**src/rtl/pwm_duty_decoder_pkg.sv**
```systemverilog
// Shared types and width helpers for the PWM duty-cycle decoder.
package pwm_duty_decoder_pkg;

  typedef enum logic [1:0] {
    ST_IDLE    = 2'd0,
    ST_ARM     = 2'd1,
    ST_MEASURE = 2'd2
  } state_e;

  // Counter width that can hold the timeout value itself
  function automatic int cnt_width(input int to);
    return $clog2(to + 1);
  endfunction

endpackage

```
**src/rtl/pwm_duty_div.sv**
```systemverilog
// Sequential restoring divider: o_quot = floor(i_num / i_den), one quotient bit per cycle.
// Quotient saturates to all ones when the integer part of i_num >= i_den.
module pwm_duty_div #(
  parameter int N  = 8,
  parameter int CW = 9
) (
  input  logic            i_clk,
  input  logic            i_rst,
  input  logic            i_start,
  input  logic            i_abort,
  input  logic [CW+N-1:0] i_num,
  input  logic [CW-1:0]   i_den,
  output logic            o_busy,
  output logic            o_done,
  output logic [N-1:0]    o_quot
);

  localparam int SW = (N > 1) ? $clog2(N) : 1;

  logic [CW-1:0] r_rem;
  logic [N-1:0]  r_num;
  logic [CW-1:0] r_den;
  logic [N-1:0]  r_quot;
  logic [SW-1:0] r_step;
  logic          r_sat;
  logic          r_busy;
  logic          r_done;

  logic [CW:0]   w_shift;
  logic          w_ge;
  logic [CW-1:0] w_diff;

  assign w_shift = {r_rem, r_num[N-1]};
  assign w_ge    = (w_shift >= {1'b0, r_den});
  // Remainder stays below the divisor, so the low CW bits of the difference are exact
  assign w_diff  = w_shift[CW-1:0] - r_den;

  always_ff @(posedge i_clk) begin
    if (!i_rst) begin
      r_rem  <= '0;
      r_num  <= '0;
      r_den  <= '0;
      r_quot <= '0;
      r_step <= '0;
      r_sat  <= 1'b0;
      r_busy <= 1'b0;
      r_done <= 1'b0;
    end else begin
      r_done <= 1'b0;
      if (i_abort) begin
        r_busy <= 1'b0;
      end else if (i_start && !r_busy) begin
        r_rem  <= i_num[CW+N-1:N];
        r_num  <= i_num[N-1:0];
        r_den  <= i_den;
        r_sat  <= (i_num[CW+N-1:N] >= i_den);
        r_quot <= '0;
        r_step <= '0;
        r_busy <= 1'b1;
      end else if (r_busy) begin
        r_rem  <= w_ge ? w_diff : w_shift[CW-1:0];
        r_num  <= {r_num[N-2:0], 1'b0};
        r_quot <= r_sat ? '1 : {r_quot[N-2:0], w_ge};
        r_step <= r_step + 1'b1;
        if (r_step == SW'(N - 1)) begin
          r_busy <= 1'b0;
          r_done <= 1'b1;
        end
      end
    end
  end

  assign o_busy = r_busy;
  assign o_done = r_done;
  assign o_quot = r_quot;

endmodule

```
**src/rtl/pwm_duty_decoder.sv**
```systemverilog
// Measures period and high time of an asynchronous PWM input and reports duty as an N-bit code.
// Result appears N+1 cycles after a detected rise; a missing rise for TO cycles reports stuck.
module pwm_duty_decoder
  import pwm_duty_decoder_pkg::*;
#(
  parameter int N                = 8,
  parameter int PERIOD_CLK_COUNT = 2000000,
  parameter int SYNC_STAGES      = 2,
  parameter int TIMEOUT_PERIODS  = 2
) (
  input  logic         i_clk,
  input  logic         i_rst,
  input  logic         i_en,
  input  logic         i_pwm,
  output logic [N-1:0] o_dutyCycle,
  output logic         o_valid,
  output logic         o_stuck
);

  localparam int            TO      = TIMEOUT_PERIODS * PERIOD_CLK_COUNT;
  localparam int            CW      = cnt_width(TO);
  localparam logic [CW-1:0] TO_LAST = CW'(TO - 1);

  logic [SYNC_STAGES-1:0] r_sync;
  logic                   r_s_d;
  state_e                 r_state;
  logic [CW-1:0]          r_cnt_p;
  logic [CW-1:0]          r_cnt_h;
  logic [N-1:0]           r_duty;
  logic                   r_valid;
  logic                   r_stuck;

  logic                   w_s;
  logic                   w_rise;
  logic                   w_start;
  logic                   w_timeout;
  logic                   w_busy;
  logic                   w_done;
  logic [N-1:0]           w_quot;

  assign w_s     = r_sync[SYNC_STAGES-1];
  assign w_rise  = w_s && !r_s_d;
  assign w_start = i_en && (r_state == ST_MEASURE) && w_rise && !w_busy;
  // A finishing division owns the output this cycle; the timeout fires on a later cycle
  assign w_timeout = (r_cnt_p >= TO_LAST) && !w_done;

  pwm_duty_div #(
    .N  (N),
    .CW (CW)
  ) u_div (
    .i_clk   (i_clk),
    .i_rst   (i_rst),
    .i_start (w_start),
    .i_abort (!i_en),
    .i_num   ({r_cnt_h, {N{1'b0}}}),
    .i_den   (r_cnt_p),
    .o_busy  (w_busy),
    .o_done  (w_done),
    .o_quot  (w_quot)
  );

  always_ff @(posedge i_clk) begin
    if (!i_rst) begin
      r_sync  <= '0;
      r_s_d   <= 1'b0;
      r_state <= ST_IDLE;
      r_cnt_p <= '0;
      r_cnt_h <= '0;
      r_duty  <= '0;
      r_valid <= 1'b0;
      r_stuck <= 1'b0;
    end else begin
      r_sync  <= {r_sync[SYNC_STAGES-2:0], i_pwm};
      r_s_d   <= w_s;
      r_valid <= 1'b0;
      if (!i_en) begin
        r_state <= ST_IDLE;
        r_cnt_p <= '0;
        r_cnt_h <= '0;
        r_stuck <= 1'b0;
      end else begin
        if (w_done) begin
          r_duty  <= w_quot;
          r_valid <= 1'b1;
          r_stuck <= 1'b0;
        end
        case (r_state)
          ST_IDLE: begin
            r_state <= ST_ARM;
            r_cnt_p <= '0;
            r_cnt_h <= '0;
          end
          ST_ARM, ST_MEASURE: begin
            if (w_rise) begin
              r_state <= ST_MEASURE;
              r_cnt_p <= CW'(1);
              r_cnt_h <= CW'(1);
            end else if (w_timeout) begin
              r_state <= ST_ARM;
              r_cnt_p <= '0;
              r_cnt_h <= '0;
              r_duty  <= w_s ? '1 : '0;
              r_valid <= 1'b1;
              r_stuck <= 1'b1;
            end else begin
              r_cnt_p <= r_cnt_p + 1'b1;
              if (r_state == ST_MEASURE) r_cnt_h <= r_cnt_h + CW'(w_s);
            end
          end
          default: r_state <= ST_IDLE;
        endcase
      end
    end
  end

  assign o_dutyCycle = r_duty;
  assign o_valid     = r_valid;
  assign o_stuck     = r_stuck;

endmodule

```
**config.mk**
```make
export PLATFORM = sky130hd
export DESIGN_NAME = pwm_duty_decoder
export DESIGN_NICKNAME = d
export VERILOG_FILES = /design/src/rtl/pwm_duty_decoder_pkg.sv /design/src/rtl/pwm_duty_div.sv /design/src/rtl/pwm_duty_decoder.sv
export SDC_FILE = /design/constraint.sdc
export NUM_CORES = 1
export LEC_CHECK = 0
export ABC_CLOCK_PERIOD_IN_PS = 3200
export BUFFER_PORTS_ARGS = -buffer_cell sky130_fd_sc_hd__buf_2
export CORE_MARGIN = 1
export CORE_UTILIZATION = 55
export CTS_BUF_LIST = sky130_fd_sc_hd__clkbuf_8 sky130_fd_sc_hd__clkbuf_16
export DETAILED_ROUTE_END_ITERATION = 6
export PLACE_DENSITY = 0.81
export SETUP_SLACK_MARGIN = 0.15
export SYNTH_ARGS = -nofsm -noshare
export SYNTH_HDL_FRONTEND = slang
export SYNTH_HIERARCHICAL = 1
export SYNTH_SLANG_ARGS = --single-unit
```
**constraint.sdc**
```tcl
create_clock -name i_clk -period 3.2 [get_ports i_clk]
set_clock_uncertainty 0.15 [all_clocks]
set_input_delay 0.64 -clock i_clk [delete_from_list [all_inputs] [get_ports i_clk]]
set_output_delay 0.64 -clock i_clk [all_outputs]
set_load 0.01 [all_outputs]
```
* Word level (Yosys, flattened, before mapping)
Index checks and enable logic that the tools add are counted.
Word-level totals: input port bits 4, bits in registers 125, output and inout bits 10
Operators by class: $add $sub $neg 4, reduce and logical (&&, ||, !) cells 18, order comparisons 3, bitwise gates (word level) 3, muxes and demuxes 37, eq/ne operators 5
Operators by type and width (number):
- 2-to-1 mux 22 bit | 8
- case mux 22 bit (2 select lines) | 2
- 2-to-1 mux 8 bit | 10
- greater-or-equal comparator 23 x 22 -> 1 bit | 1
- adder 22 x 1 -> 22 bit | 1
- adder 22 x 1 -> 22 bit, second input constant | 1
- greater-or-equal comparator 22 bit | 1
- greater-or-equal comparator 22 bit, second input constant | 1
- subtractor 22 bit | 1
- 2-to-1 mux 1 bit | 12
- AND reduction 2 bit | 4
- logical AND 1 bit | 6
- 2-to-1 mux 3 bit | 2
- 2-to-1 mux 2 bit | 2
- inequality test 4 bit, second input constant | 1
- case mux 2 bit (2 select lines) | 1
- nonzero test 2 bit | 2
- OR reduction 4 bit | 1
- adder 3 x 1 -> 3 bit, second input constant | 1
- equality test 3 bit, second input constant | 1
- zero test 1 bit | 3
- inequality test 3 bit, second input constant | 1
- inverter 1 bit | 3
- equality test 2 x 1 -> 1 bit, second input constant | 1
- 3 further kinds | 3

* Logic depth before layout (Yosys ltp)
depth after elaboration 7, gate-level depth with buffers 13, depth with buffers taken out 11

* Modules after synthesis
Netlist, hierarchy kept.
By module, submodules not included:
- pwm_duty_div | cells an instance 593, area each 4548.1 um^2, instances 1
- pwm_duty_decoder | cells an instance 353, area each 2950.3 um^2, instances 1

* Worst setup path after synthesis
OpenSTA, ideal clock, no wires.
kind register -> register, start reg r_cnt_p[14], end reg r_cnt_h[9], data arrival time 2.355 ns, buffers on the path 2, setup slack 0.624 ns, setup time 0.071 ns, cell stages (with the launch flop) 9, path through dfxtp_1 > or4_4 > nor4b_4 > and3_2 > buf_6 > o31ai_2 > buf_6 > or4_1 > a21oi_1
On the way: cells in the longest elaborated chain, start to end 5
RTL lines:
- from (decl) | RTL line pwm_duty_decoder.sv:27 | logic [CW-1:0] r_cnt_p;
- from (signal assigned) | RTL line pwm_duty_decoder.sv:106 | r_cnt_p <= r_cnt_p + 1'b1;
- greater-or-equal comparator 22 bit * | RTL line pwm_duty_decoder.sv:45 | assign w_timeout = (r_cnt_p >= TO_LAST) && !w_done;
- logical AND 1 bit * | RTL line pwm_duty_decoder.sv:45
- 2-to-1 mux 22 bit | RTL line pwm_duty_decoder.sv:98 | end else if (w_timeout) begin
- 2-to-1 mux 22 bit | RTL line pwm_duty_decoder.sv:94 | if (w_rise) begin
- case mux 22 bit (2 select lines) | RTL line pwm_duty_decoder.sv:87 | case (r_state)
- to (signal assigned) | RTL line pwm_duty_decoder.sv:107 | if (r_state == ST_MEASURE) r_cnt_h <= r_cnt_h + CW'(w_s);
- to (decl) | RTL line pwm_duty_decoder.sv:28 | logic [CW-1:0] r_cnt_h;
Every way passes the cells marked *; elsewhere a longest branch is shown, timed or not. A chain may end at the register's enable or synchronous reset.

* Worst setup path after layout
start reg u_div.r_num[7], end reg u_div.r_rem[20]
On the way: cells in the longest elaborated chain, start to end 4
RTL lines:
- from (decl) | RTL line pwm_duty_div.sv:21 | logic [N-1:0] r_num;
- from (signal assigned) | RTL line pwm_duty_div.sv:54 | r_num <= i_num[N-1:0];
- from (signal assigned) | RTL line pwm_duty_div.sv:62 | r_num <= {r_num[N-2:0], 1'b0};
- subtractor 22 bit or greater-or-equal comparator 23 x 22 -> 1 bit (tied branches) | RTL line pwm_duty_div.sv:36, pwm_duty_div.sv:34
- 2-to-1 mux 22 bit * | RTL line pwm_duty_div.sv:61 | r_rem <= w_ge ? w_diff : w_shift[CW-1:0];
- 2-to-1 mux 22 bit * | RTL line pwm_duty_div.sv:60 | end else if (r_busy) begin
- 2-to-1 mux 22 bit * | RTL line pwm_duty_div.sv:52 | end else if (i_start && !r_busy) begin
- to (signal assigned) | RTL line pwm_duty_div.sv:53 | r_rem <= i_num[CW+N-1:N];
- to (signal assigned) | RTL line pwm_duty_div.sv:61
- to (decl) | RTL line pwm_duty_div.sv:20 | logic [CW-1:0] r_rem;
Every way passes the cells marked *; elsewhere a longest branch is shown, timed or not. The select of a mux whose other input is x is not followed.

==> summary.txt <==
Status: complete, no violations
Post-Route WL: 20520 um
CP Depth: 12
Synth cell types: 78
Nets@finish: 1060
Area occupied by multi-input gates: 4636 um2
Most frequent cell after synthesis: nand2_1
CP startpoint: u_div/r_num[7]
Placer congestion estimate: 0.9218
Mapped cell area: 7498 um2
DIE HEIGHT: 118.8 um
Worst path bufs/invs: 2
Syn_area_per_cell: 7.926 um2
R2r setup slk: 0.29 ns
Fillers: 1042
Grt ovf: 0
CP endpoint kind: flop
Vias in the first global route: 6981
Synth Register Bits: 125
Final Util: 0.6626
Worst R2R End: u_div/r_rem[20]
Synth cell count leaders: 129 x nand2_1, 125 x dfxtp_1, 97 x a21oi_1, 69 x nor2_1, 63 x inv_1
Die Area: 14100 um2
CP Max Fanout: 4
Clk Latency, worst-skew pair: 0.42 ns
Req. time, crit path: 3.40 ns
Critical path class: reg -> reg
Final ANT Viol Nets: 0
Worst-path clk slew: 0.05 ns
First-pass GRT wire length: 34000 um
IO Pins: 14
Fin Hold WS: 0.2806 ns
Pwr dens: 429.9 nW/um2
Port Buffers: 13
Seq/Total Area, Yosys: 0.3337
Gr usage total: 0.2978
Reg-to-Reg Start: u_div/r_num[7]
Post-DP HPWL: 14000 um
Arrival time worst endpoint: 3.11 ns
Largest net degree at the start of global routing: 60
Via/cell ratio: 6.170
Worst-case reg-to-reg path depth: 12
Synth top area cells: dfxtp_1 33%, ha_1 8.8%, a21oi_1 6.5%
Startpoint Class: flop
Site Rows: 42
H-tree depth: 4
Yosys top cell by area: dfxtp_1
Routed WL per cell: 17.25 um
Final setup violation count: 0
Cell family with most CP delay: compound AO/OA/AOI/OAI gates
Yosys warnings: 6
Mapped Cells: 946
Crit-path slowest cell: dfxtp_1
CTS tree: done
Static Leak: 0.003291 uW
CTS Buf Count: 17
Max-cap violations: 0
First-pass DRT Iterations: 6
Register area: 2502 um2
Worst path max stage delay: 0.39 ns
Initial antenna violation count: 0
Core Box Area: 13300 um2
Final WS setup: 0.2852 ns
DR vias: 7342
Post-layout min period: 2.915 ns
Final Max Slew Viols: 0
Starting density of the core: 0.5640
Ant. Diodes: 0
Fin crit share: 0.9109
Worst-margin pin slew: 1.078 ns
Area Growth Syn to Fin: 17.49%
Post-route DRC violation count: 0
Critical-path cell list: inv_1 -> ha_1 -> fa_1 -> nor2b_1 -> o2111ai_1 -> a31oi_1 -> buf_4 -> o221ai_1 -> o21ai_1 -> xor2_1 -> mux2i_1 -> a21oi_1
Clock buffer depth: 2
Hold Crit Class: in -> reg
Async SR Flop Fraction: 0
Setup_tns: 0 ns
Post-synth top area share: 0.3337
Post-synth EDFFs: 0
Drt initial violations: 853
F_max: 343.1 MHz
Pre-CTS setup slack: 0.02975 ns
Chip Width: 118.8 um
# clock sinks: 125
End of the critical path: u_div/r_rem[20]
Hold Fails Final Rpt: 0
RSZ-0062 raised after global routing: false
Rel. slew slack: 0.2811
Share of cells above drive strength 1: 0.1302
Post-cts hold buffer count: 0
Post-synth top flop: dfxtp_1
CTS root buf: clkbuf_16
IR drop worst, VDD: 422.5 uV
==> through the flow <==
step	total power [uW]	cell area (um2)	std cells
floorplan	1648	7525	953
global placement	1673	8068	1153
detailed placement	1674	8068	1153
CTS	3792	8732	1185
global route	3881	8810	1190
finish	3787	8810	1190
==> power by group <==
group          switching, uW  total, uW  internal, uW  leakage (uW)
logic                   57.0       80.5          23.5       0.00196
clock network            699       2140          1440      0.000321
registers               2.58       1560          1560       0.00101
==> state kept, by name (all words and copies together), names as in the netlist <==
signal and cells:
u_div/r_step 3, u_div/o_busy 1, o_stuck 1, u_div/r_sat 1, u_div/r_rem 22, u_div/o_quot 8, u_div/o_done 1, o_dutyCycle 8
u_div/r_num 8, u_div/r_den 22, r_state 2, r_cnt_h 22, o_valid 1, r_s_d 1, r_sync 2, r_cnt_p 22
==> placed cells by master, fill, tap and decap left out, types with 10 or more instances in the layout <==
cell type	netlist	routed
nand3_1	27	27
nand4_1	18	18
inv_1	63	65
buf_4	0	60
o22ai_1	12	12
o31ai_1	11	11
mux2i_1	14	14
xnor2_1	15	15
nand2_1	129	129
ha_1	53	52
o211ai_1	11	11
clkbuf_16	0	17
nor3_1	18	17
or3_1	16	16
buf_2	10	13
xor2_1	21	21
o21ai_0	34	32
nor2_1	69	67
dfxtp_1	125	125
a22oi_1	10	10
a21oi_1	97	96
a21o_1	16	16
==> worst min-delay path by stage <==
stage,cells past startpoint,slack [ns],start,to
finish,2,0.28,i_pwm,r_sync[0]
global route,2,0.28,i_pwm,r_sync[0]
floorplan,1,0.26,r_sync[0],r_sync[1]
detailed placement,1,0.28,r_sync[0],r_sync[1]
CTS,2,0.28,i_pwm,r_sync[0]
global placement,1,0.27,r_sync[0],r_sync[1]
==> final cells by class <==
class | instances | area share
clock buffers | 17 | 0.04829
clock inverters | 14 | 0.02571
inverters | 65 | 0.02769
multi-input cells | 718 | 0.5262
flip-flops and latches | 125 | 0.2841
well taps | 176 | 0.02500
repair buffers | 75 | 0.06306
==> cells by family (layout without fill, tap and decap cells) <==
group | Yosys count | in the layout | share of synthesized area
AO/OA/AOI/OAI | 262 | 263 | 0.2279
AND/OR/NAND/NOR | 343 | 343 | 0.2258
buffers and inverters | 111 | 171 | 0.06024
multiplexers | 14 | 14 | 0.01869
adder cells (fa/ha/maj) | 54 | 54 | 0.09111
flip-flops | 125 | 125 | 0.3337
other | 1 | 8 | 0.0005001
XOR/XNOR | 36 | 36 | 0.04205
==> routing by layer <==
layer,global-route usage,share of wire,up-vias
li1,-,-,3506
met2,0.4737,0.46,313
met3,0.04971,0.071,54
met5,0,0,-
met4,0.1218,0.028,0
met1,0.3990,0.44,3469
==> what timing repair did <==
| item | in CTS | in global routing |
|---|---|---|
| resized for setup | 0 | 9 |
| gates cloned | 1 | 0 |
| pin swaps | 1 | 1 |
| endpoints found under the hold margin | 0 | 0 |
| buffers inserted | 0 | 5 |
| setup endpoints to repair | 11 | 26 |
Power figures use the tool's default switching activity.
